===== config.mk =====
export PLATFORM = sky130hd
export DESIGN_NAME = data_mem_handler_flat
export DESIGN_NICKNAME = d
export VERILOG_FILES = /design/src/rtl/data_mem_handler_if.sv /design/src/rtl/data_mem_handler.sv /design/src/flat_wrapper.sv
export SDC_FILE = /design/constraint.sdc
export NUM_CORES = 1
export LEC_CHECK = 0
export BUFFER_PORTS_ARGS = -buffer_cell sky130_fd_sc_hd__buf_2
export CAP_MARGIN = 10
export CORE_MARGIN = 2
export CORE_UTILIZATION = 44
export CTS_BUF_LIST = sky130_fd_sc_hd__clkbuf_16
export DETAILED_ROUTE_END_ITERATION = 8
export PLACE_DENSITY_LB_ADDON = 0.08
export SETUP_SLACK_MARGIN = 0.02
export SYNTH_ARGS = -nofsm -noshare
export SYNTH_HDL_FRONTEND = slang
export SYNTH_SLANG_ARGS = --single-unit

===== constraint.sdc =====
create_clock -name clk -period 1.8 [get_ports clk]
set_input_delay 0.18 -clock clk [delete_from_list [all_inputs] [get_ports clk]]
set_output_delay 0.18 -clock clk [all_outputs]
set_load 0.03 [all_outputs]

===== src/rtl/data_mem_handler_if.sv =====
// Data-memory bus between the load/store handler and memory.
// master: handler drives addr/wdata/sel/re/we; slave: memory returns rdata/ack.
interface data_mem_handler_if;
    logic [31:0] bus_addr;
    logic [31:0] bus_wdata;
    logic [3:0]  bus_sel;
    logic        bus_re;
    logic        bus_we;
    logic [31:0] bus_rdata;
    logic        bus_ack;

    modport master (
        output bus_addr, bus_wdata, bus_sel, bus_re, bus_we,
        input  bus_rdata, bus_ack
    );

    modport slave (
        input  bus_addr, bus_wdata, bus_sel, bus_re, bus_we,
        output bus_rdata, bus_ack
    );
endinterface


===== src/rtl/data_mem_handler.sv =====
// Load/store responder: one req/ack bus transaction per access, pc stall while busy.
// Ports: clk, clr (async low), mem_read/mem_write/funct3/addresses/store_data in,
//        bus (master), load_data, stall, done, err out.
module data_mem_handler #(
    parameter int TIMEOUT_CYCLES = 16,
    parameter int CNT_W          = 5
) (
    input  logic                clk,
    input  logic                clr,
    input  logic                mem_read,
    input  logic                mem_write,
    input  logic [2:0]          funct3,
    input  logic [31:0]         read_address,
    input  logic [31:0]         write_address,
    input  logic [31:0]         store_data,
    data_mem_handler_if.master  bus,
    output logic [31:0]         load_data,
    output logic                stall,
    output logic                done,
    output logic                err
);

    typedef enum logic [1:0] {IDLE, ACCESS, DONE} state_t;

    state_t          state, state_n;
    logic            req, wr, legal, timeout;
    logic [31:0]     addr_in, wdata_in, ext;
    logic [3:0]      sel_in;
    logic [7:0]      lane_b;
    logic [15:0]     lane_h;

    logic [31:0]     addr_q, wdata_q;
    logic [3:0]      sel_q;
    logic [2:0]      f3_q;
    logic            wr_q, err_q;
    logic [CNT_W-1:0] cnt;

    // Store wins when both requests are raised together.
    assign req     = mem_read | mem_write;
    assign wr      = mem_write;
    assign addr_in = wr ? write_address : read_address;
    assign timeout = (cnt == CNT_W'(TIMEOUT_CYCLES - 1));

    always_comb begin
        legal = 1'b0;
        case (funct3)
            3'b000:  legal = 1'b1;
            3'b001:  legal = ~addr_in[0];
            3'b010:  legal = (addr_in[1:0] == 2'b00);
            3'b100:  legal = ~wr;
            3'b101:  legal = ~wr & ~addr_in[0];
            default: legal = 1'b0;
        endcase
    end

    always_comb begin
        sel_in   = 4'b1111;
        wdata_in = store_data;
        case (funct3[1:0])
            2'b00: begin
                sel_in   = 4'b0001 << addr_in[1:0];
                wdata_in = {4{store_data[7:0]}};
            end
            2'b01: begin
                sel_in   = addr_in[1] ? 4'b1100 : 4'b0011;
                wdata_in = {2{store_data[15:0]}};
            end
            default: ;
        endcase
    end

    always_comb begin
        lane_b = bus.bus_rdata[7:0];
        case (addr_q[1:0])
            2'b01:   lane_b = bus.bus_rdata[15:8];
            2'b10:   lane_b = bus.bus_rdata[23:16];
            2'b11:   lane_b = bus.bus_rdata[31:24];
            default: ;
        endcase
        lane_h = addr_q[1] ? bus.bus_rdata[31:16] : bus.bus_rdata[15:0];
        case (f3_q)
            3'b000:  ext = {{24{lane_b[7]}}, lane_b};
            3'b100:  ext = {24'd0, lane_b};
            3'b001:  ext = {{16{lane_h[15]}}, lane_h};
            3'b101:  ext = {16'd0, lane_h};
            default: ext = bus.bus_rdata;
        endcase
    end

    always_ff @(posedge clk or negedge clr) begin
        if (!clr) state <= IDLE;
        else      state <= state_n;
    end

    always_comb begin
        state_n = state;
        case (state)
            IDLE:    if (req) state_n = legal ? ACCESS : DONE;
            ACCESS:  if (bus.bus_ack || timeout) state_n = DONE;
            DONE:    state_n = IDLE;
            default: state_n = IDLE;
        endcase
    end

    always_ff @(posedge clk or negedge clr) begin
        if (!clr) begin
            addr_q    <= '0;
            wdata_q   <= '0;
            sel_q     <= '0;
            f3_q      <= '0;
            wr_q      <= 1'b0;
            err_q     <= 1'b0;
            cnt       <= '0;
            load_data <= '0;
        end else begin
            case (state)
                IDLE: begin
                    if (req) begin
                        addr_q  <= addr_in;
                        wdata_q <= wdata_in;
                        sel_q   <= sel_in;
                        f3_q    <= funct3;
                        wr_q    <= wr;
                        err_q   <= ~legal;
                    end
                end
                ACCESS: begin
                    cnt <= cnt + 1'b1;
                    if (bus.bus_ack) begin
                        if (!wr_q) load_data <= ext;
                    end else if (timeout) begin
                        err_q <= 1'b1;
                    end
                end
                DONE: begin
                    cnt   <= '0;
                    err_q <= 1'b0;
                end
                default: ;
            endcase
        end
    end

    assign bus.bus_addr  = {addr_q[31:2], 2'b00};
    assign bus.bus_wdata = wdata_q;
    assign bus.bus_sel   = sel_q;
    assign bus.bus_re    = (state == ACCESS) & ~wr_q;
    assign bus.bus_we    = (state == ACCESS) & wr_q;

    // Combinational in IDLE so the pc holds on the detect cycle itself.
    assign stall = clr & (((state == IDLE) & req) | (state == ACCESS));
    assign done  = (state == DONE);
    assign err   = (state == DONE) & err_q;

endmodule

===== src/flat_wrapper.sv =====
// flat-port wrapper written by rule: the top's interface ports become plain ports
module data_mem_handler_flat 
#(
    parameter int TIMEOUT_CYCLES = 16,
    parameter int CNT_W          = 5
)
  (clk, clr, mem_read, mem_write, funct3, read_address, write_address, store_data, load_data, stall, done, err, bus_bus_addr, bus_bus_wdata, bus_bus_sel, bus_bus_re, bus_bus_we, bus_bus_rdata, bus_bus_ack);
  data_mem_handler_if bus_i ();
  input  logic clk;
  input  logic clr;
  input  logic mem_read;
  input  logic mem_write;
  input  logic [2:0] funct3;
  input  logic [31:0] read_address;
  input  logic [31:0] write_address;
  input  logic [31:0] store_data;
  output logic [31:0] load_data;
  output logic stall;
  output logic done;
  output logic err;
  output wire logic [$bits(bus_i.bus_addr)-1:0] bus_bus_addr;
  output wire logic [$bits(bus_i.bus_wdata)-1:0] bus_bus_wdata;
  output wire logic [$bits(bus_i.bus_sel)-1:0] bus_bus_sel;
  output wire logic [$bits(bus_i.bus_re)-1:0] bus_bus_re;
  output wire logic [$bits(bus_i.bus_we)-1:0] bus_bus_we;
  input wire logic [$bits(bus_i.bus_rdata)-1:0] bus_bus_rdata;
  input wire logic [$bits(bus_i.bus_ack)-1:0] bus_bus_ack;
  assign bus_bus_addr = bus_i.bus_addr;
  assign bus_bus_wdata = bus_i.bus_wdata;
  assign bus_bus_sel = bus_i.bus_sel;
  assign bus_bus_re = bus_i.bus_re;
  assign bus_bus_we = bus_i.bus_we;
  assign bus_i.bus_rdata = bus_bus_rdata;
  assign bus_i.bus_ack = bus_bus_ack;
  data_mem_handler #(.TIMEOUT_CYCLES(TIMEOUT_CYCLES), .CNT_W(CNT_W)) u_core (.clk(clk), .clr(clr), .mem_read(mem_read), .mem_write(mem_write), .funct3(funct3), .read_address(read_address), .write_address(write_address), .store_data(store_data), .bus(bus_i), .load_data(load_data), .stall(stall), .done(done), .err(err));
endmodule

==> impl_metrics.ini <==
[sta]
finClkSkew_ns = 0.00715
min_period_ns = 1.70
fin_tns_setup_ns = 0
slew_violations = 0
rsz0062_at_grt = yes
final.period_utilization_pct = 94.2
hold_viol_final = 0
max_freq_mhz = 590
setup_violations = 0
worst_pin_slew_ns = 0.613
slew-limit-headroom_pct = 59.1

[detailed_routing]
drc = 0
wl_per_cell_um = 15.5
antenna_left = 0
drt-total-wl_um = 15600
drt-initial-drc-count = 210
viasPerCell = 5.12
first_pass_iters = 4
route.vias.total = 5139

[critical_path]
r2r_end = u_core.load_data[27]
crit_required_ns = 1.62
crit_path_end_kind = output port
critical_path.startpoint = u_core.state[0]
critPathArrivalTime_ns = 1.52
path_max_fanout = 6
endpoint = stall
timing.rr.start = u_core.state[1]
regToRegSetupSlack_ns = 0.11
worstRegToRegCells = 9
startpoint_type = flip-flop
path_class = flip-flop to output port

[global_route]
antenna_found_initial = 0
use_met3_pct = 4.99
globalRoute.totalOverflow = 0
grt_pass1_wl_um = 25400
grt_max_degree = 113
use_met2_pct = 35.3
grt_most_used_layer = met2
grt_use_total_pct = 22.2
grt_pass1_vias = 5019
grtUsageMet1_pct = 29.1

[cts]
cts_tree = done
cts_max_level = 3
cts-root-buf = clkbuf_16
numCtsBuffers = 9
cts_buffer_depth = 2
clk_pin_slew_ns = 0.07
clk_latency_ns = 0.35
clock-sinks = 112

[floorplan]
die_y_um = 120
start_util_pct = 44.8
core_region_area_mm2 = 0.0132
ios = 241
fp-row-count = 42
design.die.area_mm2 = 0.0144
fp.dieW_um = 120

[placement]
place_hpwl_um = 11600
place_congestion = 0.811
port_buffers = 238
dpl_cell_area_mm2 = 0.00710

[synth]
yosys.area_share.adder_pct = 1.27
synthCells = 624
synth_top_family_by_area = compound AO/OA/AOI/OAI gates
synth.distinct_cells = 46
synthSimpleGateAreaFrac_pct = 12.7
ys_warn_count = 0
synth_compound_area_share_pct = 18.1
avgSynthCellArea_um2 = 9.47
synthXorXnorAreaFrac_pct = 0
syn_area_mm2 = 0.00591
synth.area.mux_share_pct = 12.5
synth-seq-area-share_pct = 47.4
synth_seq_cells = 112

[run]
maxCapViolCount = 0

[finish]
drive_gt1_share_pct = 36.8
fin_nets = 965
n_antenna_cell = 0
final_cell_area_mm2 = 0.00745
syn2layout_area_growth_pct = 26.1

[pwr]
powerDensity_mw_per_mm2 = 1710
irDropWorstVdd_mv = 0.747
power_leakage_uw = 0.00369

[worst_hold_path]
hp-class = primary input to flip-flop

[status]
status = complete, no violations
-- flip-flops by register name, summed over array words and instances, names as in the netlist --
| signal | cells |
|---|---|
| u_core.load_data | 32 |
| u_core.cnt | 5 |
| u_core.wr_q | 1 |
| u_core.bus.bus_wdata | 32 |
| u_core.addr_q | 32 |
| u_core.f3_q | 3 |
| u_core.state | 2 |
| u_core.err_q | 1 |
| u_core.bus.bus_sel | 4 |
-- final cells by class --
class,count,area [um^2]
tap,176,220
multi-input combinational,431,2690
clock inverter,7,41.3
clock buffer,9,225
inverter,7,26.3
sequential,112,2800
fill,1203,5740
timing repair buffer,262,1450
-- where the power goes --
part	leakage [uW]	switching [uW]	total (uW)	internal (uW)
logic	0.00222	4370	6530	2160
registers	0.00133	738	4380	3650
clock network	0.000135	922	1850	928
-- worst min-delay path by stage --
stage,end,start,depth (start not counted),slack [ns]
after global routing,u_core.bus.bus_wdata[6],store_data[6],3,0.08
after CTS,u_core.bus.bus_wdata[5],store_data[5],3,0.05
after global placement,u_core.addr_q[13],clr,2,0.34
after floorplan,u_core.addr_q[0],clr,0,-0.12
after detailed placement,u_core.addr_q[10],clr,2,0.35
final,u_core.f3_q[2],funct3[2],3,0.07
-- critical path, stage by stage, from the launching register on --
cell	delay, ns
dfrtp_1	0.42
inv_2	0.12
ha_4	0.19
o21a_4	0.15
o21a_1	0.10
buf_2	0.18
-- layout by cell type, fill, tap and decap left out, drive strengths merged, types with 4 or more instances in the layout --
cell type,instances
clkbuf,10
o21ai,95
buf,260
nand3b,11
a21oi,48
inv,9
o211ai,18
dfrtp,112
nand2,111
a21o,5
mux2,9
nor2b,6
mux2i,61
nor2,18
clkinv,4
ha,6
o21a,4
nand2b,8
nand3,5
-- logic make-up after synthesis --
kind of cell / after synthesis
and+or+nand+nor: 169
muxes: 71
adders and majority gates: 6
AOI/OAI and AO/OA: 183
DFF: 112
other: 1
buffers and inverters: 82
-- Yosys cell counts, drive strengths merged --
cell type | count | area share [%]
or2b | 1 | 0.13
a211oi | 1 | 0.13
mux2 | 9 | 1.8
a21oi | 48 | 4.1
buf | 55 | 6.2
or2 | 1 | 0.11
o21ai | 95 | 8.7
o21a | 4 | 0.51
o31a | 1 | 0.15
a22o | 1 | 0.15
mux2i | 61 | 10
mux4 | 1 | 0.38
and3b | 1 | 0.15
nand3b | 11 | 1.4
nor3b | 2 | 0.25
o21bai | 1 | 0.13
inv | 7 | 0.44
nor2 | 18 | 1.2
a31oi | 1 | 0.11
nor3 | 2 | 0.25
and3 | 1 | 0.11
a2bb2oi | 1 | 0.15
o22ai | 2 | 0.21
and2 | 2 | 0.21
clkbuf | 20 | 1.3
o32ai | 2 | 0.30
nand2 | 111 | 7.0
nand2b | 8 | 0.85
ha | 6 | 1.3
nor2b | 6 | 0.63
dfrtp | 112 | 47
conb | 1 | 0.063
nand3 | 5 | 0.42
o311a | 1 | 0.36
a21o | 5 | 0.63
o2bb2ai | 1 | 0.15
o211ai | 18 | 2.3
a211o | 1 | 0.15
-- layer usage --
metal / up-vias / wire [um]
li1: 2528 / -
met1: 2414 / 6670
met2: 169 / 7480
met3: 28 / 994
met4: 0 / 417
met5: - / 0
-- timing repair --
item                       4_1_cts  5_1_grt
hold buffers                     1        0
setup endpoints to repair        1       29
gates resized for setup          3       11
setup buffers                    0        2
gates cloned                     0        1
hold endpoints to repair       112        0
-- per-stage QoR --
step           hold slack (ns)  instances  worst slack (ns)  power, uW  utilization (%)
6_report                0.0659       1004             0.104      12800             56.5
5_1_grt                 0.0765       1004            0.0244      13700             56.5
4_1_cts                 0.0517       1001           0.00850      12800             56.1
3_5_place_dp             0.352        984            0.0745      10900             53.8
3_3_place_gp             0.339        984             0.184      10800             53.8
2_1_floorplan           -0.116        625             0.103       9220                -
No activity file was read; power rests on OpenSTA's default activity.
